$ cat config.mk
export PLATFORM = sky130hd
export DESIGN_NAME = axi_gpio_mc
export DESIGN_NICKNAME = d
export VERILOG_FILES = /design/src/rtl/axi_gpio_mc.sv
export SDC_FILE = /design/constraint.sdc
export NUM_CORES = 1
export LEC_CHECK = 0
export CAP_MARGIN = 20
export CORE_ASPECT_RATIO = 1.75
export CORE_UTILIZATION = 50
export DETAILED_ROUTE_END_ITERATION = 8
export PLACE_DENSITY = 0.72
export SLEW_MARGIN = 20
export SYNTH_ARGS = -nofsm -noshare
export SYNTH_HDL_FRONTEND = slang
export SYNTH_SLANG_ARGS = --single-unit
$ cat constraint.sdc
create_clock -name s_axi_aclk -period 3.45 [get_ports s_axi_aclk]
set_input_delay 1.035 -clock s_axi_aclk [delete_from_list [all_inputs] [get_ports s_axi_aclk]]
set_output_delay 1.035 -clock s_axi_aclk [all_outputs]
set_load 0.005 [all_outputs]
$ cat src/rtl/axi_gpio_mc.sv
// Multi-channel AXI-Lite GPIO with per-bit edge interrupts, atomic SET/CLR and SLVERR decode.
// Define GPIO_DEBOUNCE_EN to insert a per-bit stable-count input filter after the synchroniser.
module axi_gpio_mc #(
  parameter int          NUM_CH          = 2,
  parameter int          WIDTH           = 32,
  parameter logic [31:0] DOUT_DEFAULT    = 32'h0,
  parameter logic [31:0] TRI_DEFAULT     = 32'hFFFF_FFFF,
  parameter int          DEBOUNCE_CYCLES = 4
) (
  input  logic                    s_axi_aclk,
  input  logic                    s_axi_aresetn,
  input  logic [8:0]              s_axi_awaddr,
  input  logic                    s_axi_awvalid,
  output logic                    s_axi_awready,
  input  logic [31:0]             s_axi_wdata,
  input  logic [3:0]              s_axi_wstrb,
  input  logic                    s_axi_wvalid,
  output logic                    s_axi_wready,
  output logic [1:0]              s_axi_bresp,
  output logic                    s_axi_bvalid,
  input  logic                    s_axi_bready,
  input  logic [8:0]              s_axi_araddr,
  input  logic                    s_axi_arvalid,
  output logic                    s_axi_arready,
  output logic [31:0]             s_axi_rdata,
  output logic [1:0]              s_axi_rresp,
  output logic                    s_axi_rvalid,
  input  logic                    s_axi_rready,
  input  logic [NUM_CH*WIDTH-1:0] gpio_io_i,
  output logic [NUM_CH*WIDTH-1:0] gpio_io_o,
  output logic [NUM_CH*WIDTH-1:0] gpio_io_t,
  output logic                    ip2intc_irpt
);
  localparam int N = NUM_CH * WIDTH;

  typedef enum logic {W_IDLE, W_RESP} w_state_t;
  typedef enum logic {R_IDLE, R_DATA} r_state_t;

  w_state_t w_state_reg, w_state_next;
  r_state_t r_state_reg, r_state_next;

  logic        aw_full_reg, w_full_reg, gier_reg;
  logic [8:0]  aw_addr_reg;
  logic [31:0] w_data_reg, rdata_reg, rd_data, wr_data, wr_mask32;
  logic [3:0]  w_strb_reg, wr_strb;
  logic [1:0]  bresp_reg, rresp_reg;
  logic [8:0]  wr_addr;
  logic        aw_hs, w_hs, b_hs, ar_hs, wr_commit, wr_ok, rd_ok;
  logic [WIDTH-1:0] wr_keep, wr_bits;
  logic [NUM_CH-1:0] irq_sum;
  logic [NUM_CH-1:0][31:0] rd_val;
  logic [N-1:0] sync1_reg, sync2_reg, prev_reg, filt;

  function automatic logic addr_ok(input logic [8:0] a);
    if (a[1:0] != 2'b00) return 1'b0;
    if (a[8]) return (a[7:0] == 8'h00) || (a[7:0] == 8'h04);
    return (32'(a[7:6]) < NUM_CH) && (a[5:2] <= 4'h8);
  endfunction

  assign s_axi_awready = !aw_full_reg && (w_state_reg == W_IDLE);
  assign s_axi_wready  = !w_full_reg && (w_state_reg == W_IDLE);
  assign s_axi_bvalid  = (w_state_reg == W_RESP);
  assign s_axi_bresp   = bresp_reg;
  assign aw_hs = s_axi_awvalid && s_axi_awready;
  assign w_hs  = s_axi_wvalid && s_axi_wready;
  assign b_hs  = s_axi_bvalid && s_axi_bready;
  // Commit on the edge where the second of AW/W arrives, using buffered or live values
  assign wr_commit = (w_state_reg == W_IDLE) && (aw_full_reg || aw_hs) && (w_full_reg || w_hs);
  assign wr_addr   = aw_full_reg ? aw_addr_reg : s_axi_awaddr;
  assign wr_data   = w_full_reg ? w_data_reg : s_axi_wdata;
  assign wr_strb   = w_full_reg ? w_strb_reg : s_axi_wstrb;
  assign wr_ok     = addr_ok(wr_addr);
  assign wr_mask32 = {{8{wr_strb[3]}}, {8{wr_strb[2]}}, {8{wr_strb[1]}}, {8{wr_strb[0]}}};
  assign wr_keep   = wr_mask32[WIDTH-1:0];
  assign wr_bits   = wr_data[WIDTH-1:0] & wr_keep;

  assign s_axi_arready = (r_state_reg == R_IDLE) && !wr_commit;
  assign s_axi_rvalid  = (r_state_reg == R_DATA);
  assign s_axi_rdata   = rdata_reg;
  assign s_axi_rresp   = rresp_reg;
  assign ar_hs = s_axi_arvalid && s_axi_arready;
  assign rd_ok = addr_ok(s_axi_araddr);

  always_comb begin
    w_state_next = w_state_reg;
    r_state_next = r_state_reg;
    case (w_state_reg)
      W_IDLE:  if (wr_commit) w_state_next = W_RESP;
      W_RESP:  if (s_axi_bready) w_state_next = W_IDLE;
      default: w_state_next = W_IDLE;
    endcase
    case (r_state_reg)
      R_IDLE:  if (ar_hs) r_state_next = R_DATA;
      R_DATA:  if (s_axi_rready) r_state_next = R_IDLE;
      default: r_state_next = R_IDLE;
    endcase
  end

  always_ff @(posedge s_axi_aclk or negedge s_axi_aresetn) begin
    if (!s_axi_aresetn) begin
      w_state_reg <= W_IDLE;
      r_state_reg <= R_IDLE;
      aw_full_reg <= 1'b0;
      w_full_reg  <= 1'b0;
      aw_addr_reg <= '0;
      w_data_reg  <= '0;
      w_strb_reg  <= '0;
      bresp_reg   <= 2'b00;
      rresp_reg   <= 2'b00;
      rdata_reg   <= '0;
      gier_reg    <= 1'b0;
    end else begin
      w_state_reg <= w_state_next;
      r_state_reg <= r_state_next;
      if (b_hs) begin
        aw_full_reg <= 1'b0;
        w_full_reg  <= 1'b0;
      end else begin
        if (aw_hs) begin
          aw_full_reg <= 1'b1;
          aw_addr_reg <= s_axi_awaddr;
        end
        if (w_hs) begin
          w_full_reg <= 1'b1;
          w_data_reg <= s_axi_wdata;
          w_strb_reg <= s_axi_wstrb;
        end
      end
      if (wr_commit) bresp_reg <= wr_ok ? 2'b00 : 2'b10;
      if (wr_commit && wr_ok && wr_addr == 9'h100) gier_reg <= wr_data[31];
      if (ar_hs) begin
        rdata_reg <= rd_data;
        rresp_reg <= rd_ok ? 2'b00 : 2'b10;
      end
    end
  end

  always_comb begin
    rd_data = '0;
    if (s_axi_araddr[8]) begin
      if (s_axi_araddr[7:0] == 8'h00) rd_data = {gier_reg, 31'b0};
      else if (s_axi_araddr[7:0] == 8'h04) rd_data = 32'(irq_sum);
    end else begin
      for (int c = 0; c < NUM_CH; c++)
        if (s_axi_araddr[7:6] == 2'(c)) rd_data = rd_val[c];
    end
    if (!rd_ok) rd_data = '0;
  end

  assign ip2intc_irpt = gier_reg && (|irq_sum);

  always_ff @(posedge s_axi_aclk or negedge s_axi_aresetn) begin
    if (!s_axi_aresetn) begin
      sync1_reg <= '0;
      sync2_reg <= '0;
      prev_reg  <= '0;
    end else begin
      sync1_reg <= gpio_io_i;
      sync2_reg <= sync1_reg;
      prev_reg  <= filt;
    end
  end

`ifdef GPIO_DEBOUNCE_EN
  // filt follows sync only after DEBOUNCE_CYCLES consecutive disagreeing samples
  for (genvar gi = 0; gi < N; gi++) begin : g_db
    logic [7:0] cnt_reg;
    logic       filt_reg;
    always_ff @(posedge s_axi_aclk or negedge s_axi_aresetn) begin
      if (!s_axi_aresetn) begin
        cnt_reg  <= '0;
        filt_reg <= 1'b0;
      end else if (sync2_reg[gi] != filt_reg) begin
        if (cnt_reg == 8'(DEBOUNCE_CYCLES - 1)) begin
          filt_reg <= sync2_reg[gi];
          cnt_reg  <= '0;
        end else begin
          cnt_reg <= cnt_reg + 8'd1;
        end
      end else begin
        cnt_reg <= '0;
      end
    end
    assign filt[gi] = filt_reg;
  end
`else
  logic [7:0] db_unused;
  assign db_unused = 8'(DEBOUNCE_CYCLES);
  assign filt = sync2_reg;
`endif

  for (genvar gi = 0; gi < NUM_CH; gi++) begin : g_ch
    logic [WIDTH-1:0] dout_reg, tri_reg, ier_reg, isr_reg, rise_reg, fall_reg;
    logic [WIDTH-1:0] f, p, hw_set, w1c;
    logic             wr_hit;
    logic [31:0]      rd_ch;

    assign f      = filt[gi*WIDTH +: WIDTH];
    assign p      = prev_reg[gi*WIDTH +: WIDTH];
    assign hw_set = (~p & f & rise_reg) | (p & ~f & fall_reg);
    assign wr_hit = wr_commit && wr_ok && !wr_addr[8] && (wr_addr[7:6] == 2'(gi));
    assign w1c    = (wr_hit && wr_addr[5:2] == 4'h5) ? wr_bits : '0;

    always_ff @(posedge s_axi_aclk or negedge s_axi_aresetn) begin
      if (!s_axi_aresetn) begin
        dout_reg <= DOUT_DEFAULT[WIDTH-1:0];
        tri_reg  <= TRI_DEFAULT[WIDTH-1:0];
        ier_reg  <= '0;
        isr_reg  <= '0;
        rise_reg <= '0;
        fall_reg <= '0;
      end else begin
        if (wr_hit) begin
          case (wr_addr[5:2])
            4'h0: dout_reg <= (dout_reg & ~wr_keep) | wr_bits;
            4'h1: tri_reg  <= (tri_reg & ~wr_keep) | wr_bits;
            4'h2: dout_reg <= dout_reg | wr_bits;
            4'h3: dout_reg <= dout_reg & ~wr_bits;
            4'h4: ier_reg  <= (ier_reg & ~wr_keep) | wr_bits;
            4'h6: rise_reg <= (rise_reg & ~wr_keep) | wr_bits;
            4'h7: fall_reg <= (fall_reg & ~wr_keep) | wr_bits;
            default: ;
          endcase
        end
        // A hardware event in the same cycle as W1C keeps the bit set
        isr_reg <= (isr_reg & ~w1c) | hw_set;
      end
    end

    always_comb begin
      rd_ch = '0;
      case (s_axi_araddr[5:2])
        4'h0: rd_ch = 32'(f);
        4'h1: rd_ch = 32'(tri_reg);
        4'h4: rd_ch = 32'(ier_reg);
        4'h5: rd_ch = 32'(isr_reg);
        4'h6: rd_ch = 32'(rise_reg);
        4'h7: rd_ch = 32'(fall_reg);
        4'h8: rd_ch = 32'(dout_reg);
        default: rd_ch = '0;
      endcase
    end

    assign rd_val[gi] = rd_ch;
    assign irq_sum[gi] = |(isr_reg & ier_reg);
    assign gpio_io_o[gi*WIDTH +: WIDTH] = dout_reg;
    assign gpio_io_t[gi*WIDTH +: WIDTH] = tri_reg;
  end
endmodule

==> results by group <==
Status
  • Status: finished with violations
  • Failing checks: design-rule violations, negative setup slack

Routing
  • Met3 wire length: 8052 um
  • Routed wire length: between 90000 and 100000 um
  • Post-DR wirelength/cell: about 30 um
  • Drt pass-1 iters: 9
  • Routed length on met1: roughly 34000 um
  • WL met2: 46490 um
  • Via count: 21620
  • ANT nets after route: 0
  • Detailed-route vias per instance: roughly 6.7
  • Initial DRC Count: 2718
  • Top layer used by detailed routing: met5
  • # DRC: 1

Critical path
  • CP Max Fanout: 2
  • Data required, critical path: 2.41 ns
  • Worst setup path class: reg -> out
  • Worst r2r path cells: 8
  • Crit path from: g_ch[0].isr_reg[22]$_DFF_PN0_
  • WP data arrival: ~2.6 ns
  • Critical path's largest stage delay: 0.44 ns
  • Crit path cell chain: a22o_4 > a221oi_2 > buf_4 > nand4_1 > buf_4 > nor3_4 > a21boi_2 > buf_2
  • Worst r2r src: aw_full_reg$_DFFE_PN0P_
  • R2R Setup Slk: 0.65 ns
  • Crit end category: output pin
  • CP max-delay cell: dfrtp_1
  • Startpoint types: register
  • Critical path's most frequent cell: buf_4
  • Critical Path Sink: ip2intc_irpt

Global routing
  • First-pass GRT wire length: between 100000 and 150000 um
  • Vias in the first global route: 22680
  • GR Overflow Total: 0
  • GRT Util Overall: 0.3518
  • Initial antenna violation count: 1
  • Largest net degree at the start of global routing: 119

Timing
  • Final hold vios: 0
  • Clock Skew: 0.01670 ns
  • Final worst slack: -0.1408 ns
  • Slew Limit Fails: 0
  • Worst hold margin: between 0.2 and 0.3 ns
  • Unrepaired setup endpoints after global routing: true
  • Final min period: between 3 and 4 ns
  • Worst Tran Pin Value: 0.6529 ns
  • Max Fclk: around 280 MHz
  • Setup violators final: 1
  • Rel. slew slack: 0.5614
  • Period utilization: 1.041

Yosys
  • Mapped cell area: 27270 um^2
  • Yosys warning count: 0
  • #FFs+latches synth: 660
  • Distinct cells, synth: slightly below 70
  • Dominant cells by area after synthesis: dfrtp_1 55%, mux2_2 14%, dfstp_2 6.2%, a22oi_1 4.5%, o21ai_0 4.2%
  • Mapped Cells: 2115
  • Number of synthesized flops with an enable pin: 0
  • Most used DFF post-synth: dfrtp_1
  • Yosys top cell area share: 0.5469
  • Avg Cell Area, Syn: 12.89 um^2
  • Yosys top cell by area: dfrtp_1
  • Synth cell count leaders: 596 x dfrtp_1, 337 x mux2_2, 227 x o21ai_0, 174 x nand2_1, 163 x a22oi_1
  • Sequential area share after synthesis: 0.6085
  • Most frequent cell after synthesis: dfrtp_1
  • Ys async rst share: 1.000

Power and ir drop
  • P_leak: 14.58 nW
  • VDD IR max: 0.0004140 V
  • Power Total: 21.05 mW
  • Power Density: approximately 610 nW/um^2

Place
  • IO Port Bufs: 292
  • Final HPWL DP: ~66000 um
  • Area of placed instances: 32560 um^2
  • RePlAce Congestion: 0.9356

Final layout
  • Share of cells above drive strength 1: 0.2804
  • Area growth, synth to finish: 26.88%
  • Nets: approximately 2600
  • FILL cells: 4031
  • # diodes: 0
  • Finished Cell Area: 34600 um^2

Clock tree
  • Sinks on Clock Net: 660
  • Worst-path clk slew: 0.07 ns
  • Clock Path Buffers: 3
  • H-tree depth: 2
  • Root Buffer: clkbuf_16
  • Clock Latency Late Sink: between 0.6 and 0.7 ns
  • TritonCTS clock tree: done
  • CTS buffer count: 57

Floorplan
  • FP Rows: about 110
  • Die W: 178.5 um
  • Initial core utilization: 0.5095
  • Io pins: 295
  • Die area: 55520 um^2
  • Core area: 53530 um^2
  • Die Y: 311.0 um

Run
  • Max Cap Viol: 0

Hold path
  • Hold crit path type: in -> async
[how the worst min path moves through the flow]
stage | startpoint | to
after CTS | s_axi_aresetn | s_axi_rdata[27]$_DFFE_PN0P_
after global routing | s_axi_aresetn | w_data_reg[26]$_DFFE_PN0P_
final | s_axi_aresetn | w_data_reg[26]$_DFFE_PN0P_
after global placement | sync1_reg[19]$_DFF_PN0_ | filt[19]$_DFF_PN0_
after detailed placement | sync1_reg[27]$_DFF_PN0_ | filt[27]$_DFF_PN0_
after floorplan | sync1_reg[0]$_DFF_PN0_ | filt[0]$_DFF_PN0_
[report_power, final]
| group | switching [mW] | internal (mW) |
|---|---|---|
| clock | 2.99 | 3.84 |
| sequential | 0.778 | 8.57 |
| combinational | 2.91 | 1.96 |
| total | 6.68 | 14.4 |
[cells by family (layout without fill, tap and decap cells)]
logic type,Yosys count,in the layout,synth area share
AND/OR/NAND/NOR,413,413,0.08575
AO/OA/AOI/OAI,579,579,0.1447
flip-flops,660,660,0.6085
multiplexers,348,348,0.1443
buffers and inverters,114,559,0.01656
other,1,2,0.0001375
[metrics by stage]
step           std cells  setup TNS (ns)    util  setup WS, ns
2_1_floorplan       2116               0       -        0.5007
5_1_grt             3245         -0.1896  0.6464       -0.1896
3_5_place_dp        3137          -18.02  0.6083       -0.2498
4_1_cts             3244        -0.04448  0.6462      -0.04448
6_report            3245         -0.1408  0.6464       -0.1408
3_3_place_gp        3137          -14.17  0.6083       -0.2488
[cells in the final DEF, fill, tap and decap left out, types with 56 or more instances in the layout]
| master | instances |
|---|---|
| nand2_1 | 174 |
| mux2_2 | 337 |
| clkbuf_16 | 57 |
| clkdlybuf4s50_1 | 289 |
| o21ai_0 | 226 |
| buf_4 | 98 |
| buf_12 | 56 |
| dfstp_2 | 64 |
| dfrtp_1 | 595 |
| o211ai_1 | 66 |
| a22oi_1 | 162 |
| nand3b_1 | 69 |
[worst max-delay path: cells and delay by family, from the launching register on]
family                 cells  cell delay, ns
buffers and inverters      3            0.51
AO/OA/AOI/OAI              3            0.63
flip-flops                 1            0.44
AND/OR/NAND/NOR            2            0.36
[what timing repair did]
action	CTS	global route
pin swaps	4	2
endpoints found under the setup margin	1	2
gates resized for setup	15	1
hold buffers	0	0
buffers inserted	1	1
[metal layers]
metal	up-vias	GRT usage
met5	-	0
met2	1390	0.5698
met3	424	0.05767
met4	2	0.2346
li1	8853	-
met1	10950	0.4292
[area by class of cell]
cell class	instances	area [um^2]	area share
clock buffers	84	1688	0.04878
clock inverters	23	284.0	0.008208
inverters	6	22.52	0.0006509
multi-input cells	1342	10370	0.2998
flip-flops and latches	660	16600	0.4797
well taps	684	855.8	0.02473
repair buffers	446	4782	0.1382
Note: power is estimated with default switching activity, not from simulation.
